### src/rtl/spi_flash_rd_seq.sv
// SPI flash read sequencer.
// Accepts a (address, length) read request, checks that the range is legal,
// polls the flash status register until the write-in-progress bit clears,
// then issues one fast-read transaction per byte on an x1 SPI engine and
// returns every byte with a one-cycle strobe. It ends with o_done or o_err.
module spi_flash_rd_seq #(
    parameter logic [7:0]  CMD_RDSR = 8'h05,
    parameter logic [7:0]  CMD_READ = 8'h0B,
    parameter logic [2:0]  RD_DUMMY = 3'd1,
    parameter int unsigned POLL_MAX = 16
) (
    input  logic        i_clk,
    input  logic        i_rst_n,
    input  logic        i_req,
    input  logic [23:0] i_req_addr,
    input  logic [7:0]  i_req_len,
    output logic        o_busy,
    output logic [7:0]  o_rd_data,
    output logic        o_rd_vld,
    output logic        o_done,
    output logic        o_err,
    output logic        o_spi_start,
    output logic [7:0]  o_spi_cmd,
    output logic [23:0] o_spi_addr,
    output logic [2:0]  o_spi_dum_num,
    output logic        o_spi_exi_rdata,
    input  logic        i_spi_rdy,
    input  logic        i_spi_finish,
    input  logic [7:0]  i_spi_data
);

    // Poll counter must be able to hold POLL_MAX itself.
    localparam int unsigned PCW = $clog2(POLL_MAX + 1);

    typedef enum logic [2:0] {
        S_IDLE       = 3'd0,
        S_CHECK      = 3'd1,
        S_POLL_ISSUE = 3'd2,
        S_POLL_WAIT  = 3'd3,
        S_READ_ISSUE = 3'd4,
        S_READ_WAIT  = 3'd5,
        S_DONE       = 3'd6,
        S_ERR        = 3'd7
    } state_t;

    state_t           state_q, state_d;
    logic [23:0]      cur_addr_q, cur_addr_d;
    logic [7:0]       rem_len_q, rem_len_d;
    logic [PCW-1:0]   poll_cnt_q, poll_cnt_d;
    logic             busy_q, busy_d;
    logic [7:0]       rd_data_q, rd_data_d;
    logic             rd_vld_q, rd_vld_d;
    logic             done_q, done_d;
    logic             err_q, err_d;
    logic             spi_start_q, spi_start_d;
    logic [7:0]       spi_cmd_q, spi_cmd_d;
    logic [23:0]      spi_addr_q, spi_addr_d;
    logic [2:0]       spi_dum_q, spi_dum_d;
    logic             spi_exi_q, spi_exi_d;

    logic [24:0]      end_addr_s;
    logic [PCW-1:0]   poll_inc_s;

    // Last byte address of the request, kept 25 bits wide so a range that
    // runs past the top of the 24-bit space shows up as a carry.
    assign end_addr_s = {1'b0, cur_addr_q} + {17'd0, rem_len_q} - 25'd1;
    assign poll_inc_s = poll_cnt_q + PCW'(1);

    // Next-state, datapath and registered-output computation.
    always_comb begin
        state_d     = state_q;
        cur_addr_d  = cur_addr_q;
        rem_len_d   = rem_len_q;
        poll_cnt_d  = poll_cnt_q;
        rd_data_d   = rd_data_q;
        rd_vld_d    = 1'b0;
        spi_start_d = 1'b0;
        spi_cmd_d   = spi_cmd_q;
        spi_addr_d  = spi_addr_q;
        spi_dum_d   = spi_dum_q;
        spi_exi_d   = spi_exi_q;

        case (state_q)
            S_IDLE: begin
                if (i_req) begin
                    cur_addr_d = i_req_addr;
                    rem_len_d  = i_req_len;
                    poll_cnt_d = '0;
                    state_d    = S_CHECK;
                end else begin
                    state_d = S_IDLE;
                end
            end
            S_CHECK: begin
                if (rem_len_q == 8'd0) begin
                    state_d = S_DONE;
                end else if (cur_addr_q == 24'd0) begin
                    // The engine reads address 0 as "no address phase".
                    state_d = S_ERR;
                end else if (end_addr_s > 25'h0FF_FFFF) begin
                    state_d = S_ERR;
                end else begin
                    state_d = S_POLL_ISSUE;
                end
            end
            S_POLL_ISSUE: begin
                if (i_spi_rdy) begin
                    spi_start_d = 1'b1;
                    spi_cmd_d   = CMD_RDSR;
                    spi_addr_d  = 24'd0;
                    spi_dum_d   = 3'd0;
                    spi_exi_d   = 1'b1;
                    state_d     = S_POLL_WAIT;
                end else begin
                    state_d = S_POLL_ISSUE;
                end
            end
            S_POLL_WAIT: begin
                if (i_spi_finish) begin
                    if (i_spi_data[0] == 1'b0) begin
                        state_d = S_READ_ISSUE;
                    end else begin
                        poll_cnt_d = poll_inc_s;
                        if (poll_inc_s == PCW'(POLL_MAX)) begin
                            state_d = S_ERR;
                        end else begin
                            state_d = S_POLL_ISSUE;
                        end
                    end
                end else begin
                    state_d = S_POLL_WAIT;
                end
            end
            S_READ_ISSUE: begin
                if (i_spi_rdy) begin
                    spi_start_d = 1'b1;
                    spi_cmd_d   = CMD_READ;
                    spi_addr_d  = cur_addr_q;
                    spi_dum_d   = RD_DUMMY;
                    spi_exi_d   = 1'b1;
                    state_d     = S_READ_WAIT;
                end else begin
                    state_d = S_READ_ISSUE;
                end
            end
            S_READ_WAIT: begin
                if (i_spi_finish) begin
                    rd_data_d  = i_spi_data;
                    rd_vld_d   = 1'b1;
                    cur_addr_d = cur_addr_q + 24'd1;
                    rem_len_d  = rem_len_q - 8'd1;
                    if (rem_len_q == 8'd1) begin
                        state_d = S_DONE;
                    end else begin
                        state_d = S_READ_ISSUE;
                    end
                end else begin
                    state_d = S_READ_WAIT;
                end
            end
            S_DONE: begin
                state_d = S_IDLE;
            end
            S_ERR: begin
                state_d = S_IDLE;
            end
            default: begin
                state_d = S_IDLE;
            end
        endcase

        // Status outputs follow the state being entered so they are registered.
        busy_d = (state_d != S_IDLE);
        done_d = (state_d == S_DONE);
        err_d  = (state_d == S_ERR);
    end

    // State and datapath registers; reset aborts any transaction silently.
    always_ff @(posedge i_clk or negedge i_rst_n) begin
        if (!i_rst_n) begin
            state_q     <= S_IDLE;
            cur_addr_q  <= 24'd0;
            rem_len_q   <= 8'd0;
            poll_cnt_q  <= '0;
            busy_q      <= 1'b0;
            rd_data_q   <= 8'd0;
            rd_vld_q    <= 1'b0;
            done_q      <= 1'b0;
            err_q       <= 1'b0;
            spi_start_q <= 1'b0;
            spi_cmd_q   <= 8'd0;
            spi_addr_q  <= 24'd0;
            spi_dum_q   <= 3'd0;
            spi_exi_q   <= 1'b0;
        end else begin
            state_q     <= state_d;
            cur_addr_q  <= cur_addr_d;
            rem_len_q   <= rem_len_d;
            poll_cnt_q  <= poll_cnt_d;
            busy_q      <= busy_d;
            rd_data_q   <= rd_data_d;
            rd_vld_q    <= rd_vld_d;
            done_q      <= done_d;
            err_q       <= err_d;
            spi_start_q <= spi_start_d;
            spi_cmd_q   <= spi_cmd_d;
            spi_addr_q  <= spi_addr_d;
            spi_dum_q   <= spi_dum_d;
            spi_exi_q   <= spi_exi_d;
        end
    end

    assign o_busy          = busy_q;
    assign o_rd_data       = rd_data_q;
    assign o_rd_vld        = rd_vld_q;
    assign o_done          = done_q;
    assign o_err           = err_q;
    assign o_spi_start     = spi_start_q;
    assign o_spi_cmd       = spi_cmd_q;
    assign o_spi_addr      = spi_addr_q;
    assign o_spi_dum_num   = spi_dum_q;
    assign o_spi_exi_rdata = spi_exi_q;

endmodule
### config.mk
export PLATFORM = sky130hd
export DESIGN_NAME = spi_flash_rd_seq
export DESIGN_NICKNAME = d
export VERILOG_FILES = /design/src/rtl/spi_flash_rd_seq.sv
export SDC_FILE = /design/constraint.sdc
export NUM_CORES = 1
export LEC_CHECK = 0
export ABC_CLOCK_PERIOD_IN_PS = 4050
export BUFFER_PORTS_ARGS = -buffer_cell sky130_fd_sc_hd__buf_4
export CORE_MARGIN = 2
export CORE_UTILIZATION = 50
export DETAILED_ROUTE_END_ITERATION = 16
export PLACE_DENSITY = 0.73
export SETUP_SLACK_MARGIN = 0.02
export SLEW_MARGIN = 20
export SYNTH_ARGS = -nofsm -noshare
export SYNTH_HDL_FRONTEND = slang
export SYNTH_SLANG_ARGS = --single-unit
### constraint.sdc
create_clock -name i_clk -period 4.05 [get_ports i_clk]
set_input_delay 1.215 -clock i_clk [delete_from_list [all_inputs] [get_ports i_clk]]
set_output_delay 1.215 -clock i_clk [all_outputs]
set_load 0.01 [all_outputs]
Yosys cells after proc, flatten, opt, wreduce, memory -nomap -nowiden
Index checks and enable logic that the tools add are counted.
{ "classes": {"n_reduce_logical": 14, "n_lt_le_gt_ge": 1, "n_mux": 35, "n_addsub": 5, "eq_ne": 17} }
{ "op_table": {"columns": ["op", "count"], "rows": [
  ["two-way mux 24 bit", 4],
  ["case mux 24 bit (2 select lines)", 2],
  ["two-way mux 8 bit", 4],
  ["case mux 8 bit (2 select lines)", 2],
  ["two-way mux 3 bit", 9],
  ["adder 24 x 8 -> 25 bit", 1],
  ["greater-than comparator 25 x 24 -> 1 bit, second input constant", 1],
  ["subtractor 25 x 1 -> 25 bit, second input constant", 1],
  ["adder 24 x 1 -> 24 bit, second input constant", 1],
  ["zero test 24 bit", 1],
  ["case mux 3 bit (7 select lines)", 1],
  ["equality test 3 bit, second input constant", 6],
  ["two-way mux 5 bit", 3],
  ["inequality test 2 bit, second input constant", 6],
  ["case mux 5 bit (2 select lines)", 1],
  ["equality test 8 x 1 -> 1 bit, second input constant", 1],
  ["zero test 8 bit", 1],
  ["subtractor 8 x 1 -> 8 bit, second input constant", 1],
  ["two-way mux 1 bit", 7],
  ["equality test 3 x 2 -> 1 bit, second input constant", 2],
  ["case mux 3 bit (2 select lines)", 1],
  ["AND reduction 3 bit", 2],
  ["nonzero test 2 bit", 3],
  ["adder 5 x 1 -> 5 bit, second input constant", 1],
  ["8 further kinds", 10]
]} }
{ "word_totals": {"regBits": 89, "inputBits": 45, "out_inout_bits": 49, "wordCells": 86} }

Logic depth before layout (Yosys ltp)
Gate-level depths: netlist of the first run.
{ "depth": {"word_depth": 8, "ltp_mapped": 13, "mapped_depth_nobuf": 12} }

Worst setup path before layout of the first run
OpenSTA, ideal clock, no wires.
{ "synth_timing": {"kind": "register to register", "from": "register cur_addr_q[3]", "to": "register state_q[0]", "path_slack_ps": 1321, "required_time_ps": 3977, "setup_time_ps": 73, "synth_period_minus_slack_ps": 2729, "path_buffers": 1, "arrival_ps": 2656, "stages_incl_launch_ff": 13, "cell_sequence": "dfrtp_1 -> clkbuf_1 -> inv_1 -> ha_1 -> inv_1 -> ha_1 -> a21oi_1 -> a21oi_1 -> o31a_1 -> o31ai_1 -> o211ai_1 -> or4_4 -> a21oi_2"} }
{ "synth_via": {"elab_chain_len": 7, "word_cells_on_any_way": 8, "classes_between": "2 x add/sub; 1 x order compare; 4 x mux; 1 x reduce/logical"} }
{ "synth_rtl": {"columns": ["element", "line_no", "text"], "rows": [
  ["start, declared", "47", "logic [23:0] cur_addr_q, cur_addr_d;"],
  ["start signal, assigned", "197", "cur_addr_q <= cur_addr_d;"],
  ["adder 24 x 8 -> 25 bit", "66", "assign end_addr_s = {1'b0, cur_addr_q} + {17'd0, rem_len_q} - 25'd1;"],
  ["subtractor 25 x 1 -> 25 bit", "66", null],
  ["greater-than comparator 25 x 24 -> 1 bit", "100", "end else if (end_addr_s > 25'h0FF_FFFF) begin"],
  ["two-way mux 3 bit", "100", null],
  ["two-way mux 3 bit *", "97", "end else if (cur_addr_q == 24'd0) begin"],
  ["two-way mux 3 bit *", "95", "if (rem_len_q == 8'd0) begin"],
  ["case mux 3 bit (7 select lines) *", "83", "case (state_q)"],
  ["via state_d[0]", "46", "state_t state_q, state_d;"],
  ["end signal, assigned", "196", "state_q <= state_d;"],
  ["end, declared", "46", null]
]} }
The timed path passes the listed nets; every way through them passes the cells marked *.
A chain may end at the register's enable or synchronous reset.

Worst setup path after layout of the first run
{ "layout_timing": {"from": "register rem_len_q[5]", "to": "register state_q[0]"} }
{ "layout_via": {"elab_chain_len": 7, "word_cells_on_any_way": 8, "classes_between": "2 x add/sub; 1 x order compare; 4 x mux; 1 x reduce/logical"} }
{ "layout_rtl": {"columns": ["element", "line_no", "text"], "rows": [
  ["start, declared", "48", "logic [7:0] rem_len_q, rem_len_d;"],
  ["start signal, assigned", "198", "rem_len_q <= rem_len_d;"],
  ["adder 24 x 8 -> 25 bit", "66", null],
  ["subtractor 25 x 1 -> 25 bit", "66", null],
  ["greater-than comparator 25 x 24 -> 1 bit", "100", null],
  ["two-way mux 3 bit", "100", null],
  ["two-way mux 3 bit", "97", null],
  ["two-way mux 3 bit *", "95", null],
  ["case mux 3 bit (7 select lines) *", "83", null],
  ["via state_d[0]", "46", null]
]} }
Marked as above.

==> results of run 1 <==
sequential cells by signal, indices dropped and copies added, names as in the netlist:
signal           count
o_rd_data            8
cur_addr_q          24
o_err                1
o_done               1
o_spi_addr          24
poll_cnt_q           5
state_q              3
rem_len_q            8
o_spi_cmd            3
o_spi_start          1
o_spi_exi_rdata      1
o_rd_vld             1
o_busy               1
through the flow:
stage	utilization [%]	hold slack (ns)	cells	setup WS, ns	area (um2)
after detailed placement	58.80	0.4543	744	1.129	5774
after global placement	58.80	0.4500	744	1.207	5774
final	61.10	0.4721	760	1.053	6000
after floorplan	-	0.4849	558	1.321	5099
after CTS	61.06	0.4770	760	1.087	5996
after global routing	61.10	0.4917	760	0.9142	6000
synth_stat cells (3+ instances only):
cell      instances  share of area [%]
dfrtp_1          81                 40
a22o_1           23                4.0
nand4_1           8               0.99
and3_1            7               0.86
nor2_1           29                2.1
and4_1            3               0.52
a211oi_1          4               0.59
mux2_2            9                2.0
o22ai_1           9                1.1
clkbuf_1         28                2.1
nor3_1           11                1.1
nand2_1          27                2.0
inv_1            53                3.9
nand4b_1          3               0.52
buf_4             8                1.2
nand3_1          23                2.3
a31oi_1           3               0.37
nand2b_1          5               0.62
nor2b_1           7               0.86
a21oi_1          48                4.7
and2_1            7               0.86
a22oi_1          13                1.9
o21ai_0          51                5.0
ha_1             59                 15
path summary, 6_finish.rpt:
kind | from | end | slack, ns
max | rem_len_q[5]$_DFFE_PN0P_ | state_q[0]$_DFF_PN0_ | 1.05
min | o_spi_cmd[0]$_DFFE_PN0P_ | o_spi_cmd[0]$_DFFE_PN0P_ | 0.47
max reg2reg | rem_len_q[5]$_DFFE_PN0P_ | state_q[0]$_DFF_PN0_ | 1.05
min reg2reg | o_spi_cmd[0]$_DFFE_PN0P_ | o_spi_cmd[0]$_DFFE_PN0P_ | 0.47
max in group asynchronous | i_rst_n | o_rd_data[6]$_DFFE_PN0P_ | 2.65
min in group asynchronous | i_rst_n | o_spi_addr[5]$_DFFE_PN0P_ | 0.86
worst register-to-register path: stages (launching register included):
cell and delay (ns):
dfrtp_1 0.45, inv_1 0.10, ha_1 0.28, inv_1 0.04, ha_1 0.30, a211oi_1 0.25, nor2_1 0.08, o31a_1 0.28
o31ai_1 0.27, o211ai_1 0.20, or4_4 0.53, a21oi_2 0.14
report_power, final:
part,switching [uW],internal (uW),total (uW)
Clock,308,366,674
Sequential,417,1140,1560
Combinational,1140,971,2110
Total,1860,2480,4340
cells by family after synthesis:
logic type / count (synthesis) / share of synthesized area [%]
fa+ha+maj: 59 / 14.53
compound gates: 164 / 19.83
flops: 81 / 39.90
simple gates: 148 / 16.13
other cells: 1 / 0.07382
buf+inv: 89 / 7.168
mux: 10 / 2.192
xor+xnor: 1 / 0.1724
layout by cell type (no fill, tap or decap), types with 4 or more instances in the layout:
cell type and count:
buf_4 88, dfrtp_1 81, ha_1 59, inv_1 53, o21ai_0 51, a21oi_1 47
nor2_1 28, nand2_1 27, nand3_1 23, a22o_1 23, a22oi_1 13, nor3_1 11
clkbuf_8 10, o22ai_1 9, mux2_2 9, nand4_1 8, and2_1 7, nor2b_1 7
and3_1 7, conb_1 6, nand2b_1 5, a211oi_1 4
routing by layer:
metal	GRT usage [%]	vias to the layer above	share of wire (%)
li1	-	2086	-
met1	29.74	2097	46
met2	37.06	109	49
met3	4.429	10	4.3
met4	5.429	0	1.1
met5	0	-	0
cell type report:
cell class                 count  area share [%]
multi-input combinational    388           45.23
tap                          133           2.774
clock buffer                  12           2.419
timing repair buffer          89           11.20
sequential                    81           33.79
clock inverter                 4           1.272
inverter                      53           3.316
==> results.json, run 1 <==
{
  "status": "finished clean",
  "ys_async_sr_fraction_pct": 100.0,
  "path_clk_slew_ns": 0.08,
  "reg2reg_depth": 11,
  "dr.pass1.iters": 5,
  "core-area_um2": 9819,
  "root_buffer": "clkbuf_8",
  "whs_path_depth": 1,
  "io_buffers": 87,
  "powerDensity_nw_per_um2": 724.2,
  "grt_max_degree": 82,
  "final_hold_viol_count": 0,
  "drtIter0Drc": 212,
  "die_h_um": 104.8,
  "drive_above_1_share_pct": 19.94,
  "rsz0062_at_grt": "false",
  "yosysUniqueCellTypes": 52,
  "worst-path-max-fanout": 6,
  "drc": 0,
  "start_util_pct": 51.73,
  "cts_tree": "yes",
  "hp-class": "reg2reg",
  "worstSetupPathDepth": 11,
  "worst-path-buf-inv": 2,
  "ctsHoldBuffers": 0,
  "fp-row-count": 36,
  "crit_chain": "inv_1, ha_1, inv_1, ha_1, a211oi_1, nor2_1, o31a_1, o31ai_1, o211ai_1, or4_4, a21oi_2",
  "antenna_found_initial": 0,
  "clock_skew_ns": 0.008911,
  "worst-slew-pin-transition_ns": 1.009,
  "worstSetupEndpointType": "flop",
  "fin_crit_sh_pct": 73.99,
  "ys_seq_area_share_pct": 39.90,
  "startpoint_type": "flop",
  "slowest_stage": "or4_4",
  "avgSynthCellArea_um2": 9.186,
  "htreeDepth": 3,
  "io-pin-count": 94,
  "leakage_uw": 0.002911,
  "relSlewSlack_pct": 32.71,
  "cts_setup_buffers": 0,
  "fin_tns_setup_ns": 0,
  "critPathMaxStageDelay_ns": 0.53,
  "grt_pass1_wl_um": 19890,
  "crit_arrival_ns": 3.30,
  "layout_min_cycle_time_ns": 2.997,
  "ant_nets": 0,
  "maxCapViolations": 0,
  "multi_input_area_um2": 2714,
  "synth_flop_cell": "dfrtp_1",
  "cts.sinks": 81,
  "maxSlewViolCount": 0,
  "wl_um": 11890,
  "path_class": "reg2reg",
  "syn_inst": 553,
  "cts_buffers": 9,
  "place.gp.congestion": 0.8602,
  "cts_resized": 0,
  "cpLargestDelayFamily": "compound AO/OA/AOI/OAI gates",
  "required_ns": 4.35,
  "fp.dieArea_um2": 10980,
  "num-fill-cells": 881,
  "setup_viol": 0,
  "fmax_mhz": 333.7,
  "power.total_uw": 4345,
  "clockBufferDepth": 2,
  "drt-wirelength-per-cell_um": 15.65,
  "synth_edf_count": 0,
  "synth_area_um2": 5080,
  "insertion_delay_ns": 0.37,
  "avgViaCountPerCell": 5.661,
  "grtUsageTotal_pct": 22.22,
  "grt_overflow": 0,
  "nets": 726,
  "num_vias": 4302,
  "synth-seq-cells": 81,
  "seqCellArea_um2": 2027,
  "ir_drop_mv": 0.3471,
  "die_w_um": 104.8,
  "grt_pass1_vias": 4160,
  "synth_warnings": 0,
  "syn2layout_area_growth_pct": 18.10,
  "diodes": 0,
  "dpl.hpwl_um": 8395
}
(Power assumes the default switching activity.)
==> run 2: changes to the inputs <==
--- a/config.mk
+++ b/config.mk
@@ -5,7 +5,7 @@
 export SDC_FILE = /design/constraint.sdc
 export NUM_CORES = 1
 export LEC_CHECK = 0
-export ABC_CLOCK_PERIOD_IN_PS = 4050
+export ABC_CLOCK_PERIOD_IN_PS = 2800
 export BUFFER_PORTS_ARGS = -buffer_cell sky130_fd_sc_hd__buf_4
 export CORE_MARGIN = 2
 export CORE_UTILIZATION = 50
==> constraint.sdc (replaced) <==
create_clock -name i_clk -period 2.8 [get_ports i_clk]
set_input_delay 0.84 -clock i_clk [delete_from_list [all_inputs] [get_ports i_clk]]
set_output_delay 0.84 -clock i_clk [all_outputs]
set_load 0.01 [all_outputs]
==> results.json, run 2 (synthesis results as in run 1) <==
{
  "cts.sinks": 81,
  "drive_above_1_share_pct": 28.61,
  "pwr-share-comb_pct": 56.1,
  "crit_arrival_ns": 2.96,
  "clockBufferDepth": 2,
  "worst-path-max-fanout": 2,
  "cts_buffers": 9,
  "num-fill-cells": 806,
  "place.gp.congestion": 0.8608,
  "die_w_um": 104.8,
  "ir_drop_mv": 0.5780,
  "htreeDepth": 3,
  "final_cells": 797,
  "design_area_um2": 6436,
  "drc": 0,
  "num_vias": 4508,
  "dpl.hpwl_um": 8969,
  "final_cell_mix": "buf_4 (125), dfrtp_1 (79), ha_1 (51)",
  "io-pin-count": 94,
  "drt-wirelength-per-cell_um": 16.07,
  "wl_um": 12810,
  "die_h_um": 104.8,
  "leakage_uw": 0.003106,
  "setup_viol": 0,
  "nets": 763,
  "fmax_mhz": 366.4,
  "placed_cell_area_um2": 5974,
  "insertion_delay_ns": 0.36,
  "final_common_cell": "buf_4",
  "required_ns": 3.04,
  "antenna_found_initial": 0,
  "fp-row-count": 36,
  "layout_min_cycle_time_ns": 2.729,
  "status": "finished clean",
  "clock_skew_ns": 0.007792,
  "relSlewSlack_pct": 51.43,
  "grt_max_degree": 49,
  "powerDensity_nw_per_um2": 1097,
  "clockPowerShare_pct": 13.8,
  "syn2layout_area_growth_pct": 26.70,
  "ant_nets": 0,
  "path_clk_slew_ns": 0.08,
  "maxCapViolations": 0,
  "worst-slew-pin-transition_ns": 0.7286,
  "root_buffer": "clkbuf_8",
  "utilization_pct": 65.55,
  "grt_overflow": 0,
  "seq_power_share_pct": 30.1,
  "hp-class": "in2async",
  "start_util_pct": 51.73,
  "maxSlewViolCount": 0,
  "final_hold_viol_count": 0,
  "fin_crit_sh_pct": 97.46,
  "dr.pass1.iters": 5,
  "p_sw_share_pct": 41.99,
  "dp.cells": 769,
  "avgViaCountPerCell": 5.656,
  "core-area_um2": 9819,
  "diodes": 0,
  "grt_pass1_wl_um": 21010,
  "path_class": "reg2reg",
  "grtUsageTotal_pct": 23.28,
  "drtIter0Drc": 263,
  "rsz0062_at_grt": "true",
  "internal_power_uw": 4095,
  "io_buffers": 87,
  "worstSetupEndpointType": "flop",
  "startpoint_type": "flop",
  "grt_pass1_vias": 4432,
  "fp.dieArea_um2": 10980,
  "cts_tree": "yes",
  "ctsHoldBuffers": 0,
  "p_switching_uw": 2964
}
## run 2: final cells by class
| class | instances | area [um2] | area share (%) |
|---|---|---|---|
| multi-input cells | 388 | 2854 | 44.34 |
| flip-flops and latches | 81 | 2029 | 31.53 |
| repair buffers | 126 | 958.4 | 14.89 |
| inverters | 53 | 198.9 | 3.091 |
| well taps | 133 | 166.4 | 2.586 |
| clock buffers | 11 | 151.4 | 2.352 |
| clock inverters | 5 | 77.57 | 1.205 |
## run 2: layer usage
metal | vias to the layer above | global-route usage (%) | part of all wire (%)
met4 | 0 | 5.810 | 1.2
met3 | 17 | 5.864 | 5.3
met5 | - | 0 | 0
met1 | 2183 | 30.81 | 44
met2 | 143 | 38.22 | 49
li1 | 2165 | - | -
## run 2: worst max-delay path, cell delays in order (launching register included)
cell and delay, ns:
dfrtp_1 0.38, inv_2 0.07, ha_4 0.26, inv_2 0.04, ha_4 0.23, a211oi_2 0.21
nor2_1 0.06, o31a_1 0.33, o31ai_4 0.26, nand4_1 0.11, o211ai_1 0.15, a21oi_1 0.13
or3_1 0.39
## run 2: stage by stage
step / setup WS, ns / hold WS, ns / TNS (ns) / power [uW]
floorplan: 0.07109 / 0.4849 / 0 / 4245
global placement: 0.06558 / 0.4518 / 0 / 5373
detailed placement: -0.01617 / 0.4597 / -0.01867 / 5544
CTS: 0.02478 / 0.4566 / 0 / 6566
global route: -0.09409 / 0.4770 / -0.1650 / 7665
finish: 0.07102 / 0.4445 / 0 / 7059
## run 2: what timing repair did
| item | CTS | global route |
|---|---|---|
| pin swaps | 2 | 20 |
| buffers inserted | 0 | 12 |
| gates resized for setup | 1 | 30 |
| endpoints found under the setup margin | 3 | 3 |
## run 2: path summary, 6_finish.rpt
kind	from	to	slack (ns)	cells past startpoint
worst max-delay path	rem_len_q[5]$_DFFE_PN0P_	o_busy$_DFF_PN0_	0.07	12
worst min-delay path	i_rst_n	o_spi_addr[3]$_DFFE_PN0P_	0.44	1
worst max register to register	rem_len_q[5]$_DFFE_PN0P_	o_busy$_DFF_PN0_	0.07	12
worst min register to register	o_spi_exi_rdata$_DFFE_PN0P_	o_spi_exi_rdata$_DFFE_PN0P_	0.47	1
max in group asynchronous	i_rst_n	cur_addr_q[21]$_DFFE_PN0P_	1.75	2
min in group i_clk	o_spi_exi_rdata$_DFFE_PN0P_	o_spi_exi_rdata$_DFFE_PN0P_	0.47	1
## run 2: power by group through the flow
stage          combinational (uW)  clock, uW  sequential (uW)
6_report                     3960        975             2120
5_1_grt                      4420       1040             2200
4_1_cts                      3450        998             2120
3_5_place_dp                 3410          0             2140
3_3_place_gp                 3260          0             2110
2_1_floorplan                2090          0             2160
